$ cat src/rtl/bin_to_bcd_7seg.sv
// Binary (unsigned or two's complement) to packed BCD with a registered
// 7-segment display driver: three magnitude digits plus a sign digit.
module bin_to_bcd_7seg #(
  parameter int NB_DATA = 8,
  parameter int NB_BCD  = 12
) (
  input  logic               i_clk,
  input  logic               i_rst,
  input  logic [NB_DATA-1:0] i_bin,
  input  logic               i_sign,
  output logic [NB_BCD-1:0]  o_bcd,
  output logic               o_negative,
  output logic [6:0]         o_seg0,
  output logic [6:0]         o_seg1,
  output logic [6:0]         o_seg2,
  output logic [6:0]         o_seg3
);

  localparam int         NB_DIG    = NB_BCD / 4;
  localparam logic [6:0] SEG_BLANK = 7'b1111111;
  localparam logic [6:0] SEG_MINUS = 7'b0111111;

  // Active-low segments, bit order {g,f,e,d,c,b,a}.
  function automatic logic [6:0] seg_decode(input logic [3:0] digit, input logic en);
    logic [6:0] seg;
    // NOTE: the default arm gives every path a value, so no latch is inferred.
    case (digit)
      4'd0:    seg = 7'b1000000;
      4'd1:    seg = 7'b1111001;
      4'd2:    seg = 7'b0100100;
      4'd3:    seg = 7'b0110000;
      4'd4:    seg = 7'b0011001;
      4'd5:    seg = 7'b0010010;
      4'd6:    seg = 7'b0000010;
      4'd7:    seg = 7'b1111000;
      4'd8:    seg = 7'b0000000;
      4'd9:    seg = 7'b0010000;
      default: seg = SEG_BLANK;
    endcase
    return en ? seg : SEG_BLANK;
  endfunction

  logic [NB_DATA-1:0] magnitude;
  logic [NB_BCD-1:0]  bcd;
  logic [NB_BCD-1:0]  bcd_d, bcd_q;
  logic               negative_d, negative_q;
  logic [6:0]         seg0_d, seg0_q;
  logic [6:0]         seg1_d, seg1_q;
  logic [6:0]         seg2_d, seg2_q;
  logic [6:0]         seg3_d, seg3_q;

  always_comb begin
    // NOTE: blocking assignments here; bcd is rebuilt step by step within one evaluation.
    negative_d = i_sign & i_bin[NB_DATA-1];
    magnitude  = negative_d ? -i_bin : i_bin;

    bcd = '0;
    for (int i = NB_DATA - 1; i >= 0; i--) begin
      for (int d = 0; d < NB_DIG; d++) begin
        if (bcd[4*d +: 4] >= 4'd5) bcd[4*d +: 4] = bcd[4*d +: 4] + 4'd3;
      end
      bcd = {bcd[NB_BCD-2:0], magnitude[i]};
    end
    bcd_d = bcd;

    // Blanking enables come from this cycle's BCD so all outputs stay consistent.
    seg0_d = seg_decode(bcd_d[3:0], 1'b1);
    seg1_d = seg_decode(bcd_d[7:4], |bcd_d[NB_BCD-1:4]);
    seg2_d = seg_decode(bcd_d[11:8], |bcd_d[NB_BCD-1:8]);
    seg3_d = negative_d ? SEG_MINUS : SEG_BLANK;
  end

  always_ff @(posedge i_clk or posedge i_rst) begin
    // NOTE: non-blocking assignments so every register samples pre-edge values.
    if (i_rst) begin
      bcd_q      <= '0;
      negative_q <= 1'b0;
      seg0_q     <= SEG_BLANK;
      seg1_q     <= SEG_BLANK;
      seg2_q     <= SEG_BLANK;
      seg3_q     <= SEG_BLANK;
    end else begin
      bcd_q      <= bcd_d;
      negative_q <= negative_d;
      seg0_q     <= seg0_d;
      seg1_q     <= seg1_d;
      seg2_q     <= seg2_d;
      seg3_q     <= seg3_d;
    end
  end

  assign o_bcd      = bcd_q;
  assign o_negative = negative_q;
  assign o_seg0     = seg0_q;
  assign o_seg1     = seg1_q;
  assign o_seg2     = seg2_q;
  assign o_seg3     = seg3_q;

endmodule

$ cat config.mk
export PLATFORM = sky130hd
export DESIGN_NAME = bin_to_bcd_7seg
export DESIGN_NICKNAME = d
export VERILOG_FILES = /design/src/rtl/bin_to_bcd_7seg.sv
export SDC_FILE = /design/constraint.sdc
export NUM_CORES = 1
export LEC_CHECK = 0
export ABC_AREA = 1
export CAP_MARGIN = 40
export CELL_PAD_IN_SITES_DETAIL_PLACEMENT = 1
export CELL_PAD_IN_SITES_GLOBAL_PLACEMENT = 1
export CORE_ASPECT_RATIO = 2
export CORE_MARGIN = 4
export CORE_UTILIZATION = 37
export DETAILED_ROUTE_END_ITERATION = 6
export PLACE_DENSITY = 0.85
export SETUP_SLACK_MARGIN = 0.5
export SYNTH_ARGS = -nofsm -noshare
export SYNTH_HDL_FRONTEND = slang
export SYNTH_SLANG_ARGS = --single-unit
export TNS_END_PERCENT = 5
$ cat constraint.sdc
create_clock -name i_clk -period 0.88 [get_ports i_clk]
set_input_delay 0.132 -clock i_clk [delete_from_list [all_inputs] [get_ports i_clk]]
set_output_delay 0.132 -clock i_clk [all_outputs]
set_load 0.01 [all_outputs]
==> impl_metrics.json, run 1 <==
{
  "syn_avg_cell_area_um2": 7.79,
  "start_util_pct": 38.0,
  "cts_num_sinks": 31,
  "grt_repair_worst_endpoint": "o_seg1[3]$_DFF_PP1_/D",
  "postSynthRegisterBits": 31,
  "cts-root-to-sink-buffers": 2,
  "netlist_area_mm2": 0.00240,
  "synth.lib_cells_used.distinct": 34,
  "synth_top_cell_by_area": "dfstp_2",
  "synthesis_warnings": 0,
  "toolErrorMsg": "[ERROR DPL-0033] detailed placement checks failed during check placement.",
  "postCtsHoldBufs": 0,
  "num_io_pins": 52,
  "cts_max_level": 2,
  "synth_cells": 308,
  "initial_antenna_violation_count": 0,
  "dp_hpwl_um": 6530,
  "status": "did not finish",
  "synth_largest_type_area_fraction_pct": 21.9,
  "io_buffers": 43,
  "floorplan.die.height_um": 122,
  "row_count": 41,
  "synth_sequential_area_ratio_pct": 33.4,
  "haltStage": "global routing",
  "worst_path_end_type": "register data pin",
  "gp_congestion": 0.825,
  "placed_cells": 509,
  "clock_tree.root_cell": "clkbuf_16",
  "synth.area.top_cells": "dfstp_2, dfrtp_1, nand2_1",
  "cts_buf_count": 5,
  "die_width_um": 64.9,
  "grt_max_degree": 32,
  "total_placed_instance_area_mm2": 0.00362
}
-- metrics by stage --
step                setup slack, ns  hold slack, ns
CTS                           -3.39           0.206
global placement              -3.92           0.487
floorplan                     -3.21           0.163
detailed placement            -4.23           0.497
-- cell families after synthesis --
logic type / count (synthesis) / share of synthesized area (%)
and+or+nand+nor: 178 / 39.7
buffers and inverters: 65 / 11.9
DFF: 31 / 33.4
adders and majority gates: 15 / 7.82
AOI/OAI and AO/OA: 14 / 5.48
xor gates and xnor gates: 3 / 1.41
other: 2 / 0.313
-- timing repair --
action	in CTS
setup endpoints to repair	83
buffers inserted	33
pin swaps	44
gates resized for setup	225
cloned	0
-- cell usage after synthesis --
| master | instances |
|---|---|
| nand2_1 | 67 |
| inv_1 | 38 |
| nand2_2 | 35 |
| nand3_1 | 30 |
| dfstp_2 | 20 |
| nor2_1 | 19 |
| ha_1 | 15 |
| inv_2 | 15 |
| dfrtp_1 | 11 |
| nand3_2 | 11 |
| buf_4 | 10 |
| nand2_4 | 7 |
| o21ai_2 | 3 |
| and2_1 | 2 |
| conb_1 | 2 |
| o21ai_0 | 2 |
| o21ai_1 | 2 |
| o21ai_4 | 2 |
| or2_2 | 2 |
| a21boi_2 | 1 |
| a21oi_2 | 1 |
| a21oi_4 | 1 |
| and2_4 | 1 |
| clkinv_1 | 1 |
| clkinv_4 | 1 |
| nand3b_1 | 1 |
| nand4_1 | 1 |
| nand4_2 | 1 |
| nor2_4 | 1 |
| o2111ai_1 | 1 |
| o211ai_1 | 1 |
| xnor2_1 | 1 |
| xor2_1 | 1 |
| xor2_2 | 1 |
==> run 2, diff against run 1 <==
==> config.mk (replaced) <==
export PLATFORM = sky130hd
export DESIGN_NAME = bin_to_bcd_7seg
export DESIGN_NICKNAME = d
export VERILOG_FILES = /design/src/rtl/bin_to_bcd_7seg.sv
export SDC_FILE = /design/constraint.sdc
export NUM_CORES = 1
export LEC_CHECK = 0
export ABC_AREA = 1
export CAP_MARGIN = 40
export CORE_MARGIN = 4
export CORE_UTILIZATION = 40
export DETAILED_ROUTE_END_ITERATION = 6
export PLACE_DENSITY_LB_ADDON = 0.15
export SYNTH_ARGS = -nofsm -noshare
export SYNTH_HDL_FRONTEND = slang
export SYNTH_SLANG_ARGS = --single-unit
export TNS_END_PERCENT = 5
==> run 2 against run 1 <==
  * The flow now finishes, with violations (setup timing)
  * Synthesized cell count unchanged
  * Synthesized area did not move
==> impl_metrics.json, run 2 <==
{
  "total_negative_slack_for_setup_checks_ns": -79.21,
  "pre_cts_ws_ns": -3.97,
  "cts_buf_count": 5,
  "arrival_time_worst_endpoint_ns": 4.27,
  "synth_edf_count": 0,
  "synth.area.top_cells": "dfstp_2, dfrtp_1, nand2_1",
  "synth_sequential_area_ratio_pct": 33.4,
  "failed_checks": "setup timing",
  "synthesis_warnings": 0,
  "setup_viol": 60,
  "netlist_top_cells_count": "nand2_1, inv_1, nand2_2",
  "critical_path_peak_fanout": 5,
  "cp-start-kind": "input pin",
  "clock_tree.root_cell": "clkbuf_8",
  "grt_pass1_vias": 2456,
  "worst_ir_drop_vdd_v": 0.00190,
  "worst_slack_ns": -3.17,
  "synth_async_sr_flop_share_pct": 100,
  "synth_cells": 308,
  "post_layout_instance_area_mm2": 0.00433,
  "wl_per_cell_um": 11.5,
  "layout_min_cycle_time_ns": 4.05,
  "flow.area_growth_from_synthesis_pct": 80.2,
  "total_placed_instance_area_mm2": 0.00367,
  "p_leak_nw": 2.22,
  "min_path_type": "in -> reg",
  "synth_largest_type_area_fraction_pct": 21.9,
  "cts_max_level": 2,
  "floorplan.core_area_mm2": 0.00568,
  "clk_pin_slew_worst_paths_ns": 0.06,
  "final.period_utilization_pct": 460,
  "most-common-layout-cells": "buf_4, nand2_1, nand2_2",
  "grt_first_pass_wirelength_um": 10300,
  "num-nets-final": 502,
  "netlist_area_mm2": 0.00240,
  "die_area_mm2": 0.00730,
  "dp_hpwl_um": 4220,
  "clock.fmax_ghz": 0.247,
  "status": "finished, violations left",
  "routed-via-count": 2483,
  "drcViolationCount": 0,
  "flip_flop_count_of_the_largest_register_all_copies_and_words_added": 10,
  "row_count": 27,
  "postSynthRegisterBits": 31,
  "grt_use_total_pct": 17.0,
  "routed_via_density": 4.52,
  "power_density_mw_per_mm2": 2920,
  "timing_hold_violations_final": 0,
  "postRouteAntennaNets": 0,
  "initial_antenna_violation_count": 0,
  "diodes": 0,
  "synth-main-ff-cell": "dfstp_2",
  "io_buffers": 43,
  "cts_tree": "built",
  "crit_start": "i_bin[0]",
  "start_util_pct": 42.3,
  "layout-drive-gt1-share_pct": 70.6,
  "cp_slowest_cell": "or2_4",
  "slowest_delay_ns": 0.23,
  "grt_max_degree": 32,
  "global_route.overflow_total": 0,
  "detail_route.iter0.violations": 46,
  "cts-root-to-sink-buffers": 2,
  "critical_path_required_ns": 1.10,
  "num_io_pins": 52,
  "synth.lib_cells_used.distinct": 34,
  "grt_setup_unrepaired": "yes",
  "whs_ns": 0.0722,
  "total_power_mw": 12.6,
  "postCtsHoldBufs": 0,
  "synth_top_cell_by_area": "dfstp_2",
  "cts_num_sinks": 31,
  "worstSetupEndpoint": "o_seg1[3]",
  "maxCapViolations": 0,
  "syn_avg_cell_area_um2": 7.79,
  "gp_congestion": 0.790,
  "final_wirelength_um": 6340,
  "die_width_um": 85.5,
  "drt_first_pass_iters": 4,
  "timing.final.max_slew_violations": 0,
  "setup.worst_path.class": "in -> reg",
  "cpMostUsedCell": "nand2_2",
  "floorplan.die.height_um": 85.5,
  "final_common_cell": "buf_4",
  "synthMostInstantiatedCell": "nand2_1",
  "critPathCaptureType": "flip-flop"
}
==> run 2: cell families (layout without fill, tap and decap cells) <==
kind of cell	Yosys count	count (layout)	share of synthesized area, %
simple gates	178	178	39.7
buf+inv	65	227	11.9
flops	31	31	33.4
fa+ha+maj	15	15	7.82
compound gates	14	14	5.48
xor+xnor	3	3	1.41
other cells	2	9	0.313
==> run 2: worst min-delay path by stage <==
| stage | start | to | slack [ns] | cells past startpoint |
|---|---|---|---|---|
| after floorplan | i_bin[0] | o_bcd[0] | 0.16 | 0 |
| after global placement | i_rst | o_bcd[3] | 0.49 | 3 |
| after detailed placement | i_rst | o_bcd[4] | 0.49 | 3 |
| after CTS | i_bin[0] | o_bcd[0] | 0.16 | 3 |
| after global routing | i_bin[0] | o_bcd[0] | 0.07 | 2 |
| final | i_bin[0] | o_bcd[0] | 0.07 | 2 |
==> run 2: power breakdown <==
| group | internal, mW | total, mW | switching, mW |
|---|---|---|---|
| Combinational | 4.29 | 8.69 | 4.40 |
| Clock | 0.915 | 1.45 | 0.540 |
| Sequential | 2.27 | 2.48 | 0.208 |
| Total | 7.47 | 12.6 | 5.15 |
==> run 2: routing by layer <==
metal,track usage (%),wire (um),up-vias
met3,2.23,252,14
met5,0,0,-
met2,31.8,3530,55
li1,-,-,1269
met4,8.35,177,0
met1,18.7,2380,1145
==> run 2: timing repair <==
action	4_1_cts	5_1_grt
endpoints found under the setup margin	60	60
hold endpoints to repair	0	0
pin swaps	46	27
setup buffers	34	6
gates resized for setup	218	50
==> run 2: critical path: cells and delay by family <==
kind	cells	cell delay (ns)
adder cells (fa/ha/maj)	6	0.99
buffers and inverters	11	0.62
AND/OR/NAND/NOR	29	2.52
==> run 2: final cells by class <==
type | instances | area, um^2
clock inverters | 2 | 35.0
clock buffers | 6 | 82.6
multi-input cells | 219 | 1740
repair buffers | 164 | 1330
flip-flops and latches | 31 | 801
well taps | 72 | 90.1
fillers | 389 | 1350
inverters | 55 | 246
==> run 2: stage by stage <==
step                      instances  util (%)
final                           549      76.2
after global routing            549      76.2
after CTS                       544      73.3
after detailed placement        502      64.6
after global placement          502      64.6
after floorplan                 315         -
Note: power is estimated with default switching activity, not from simulation.
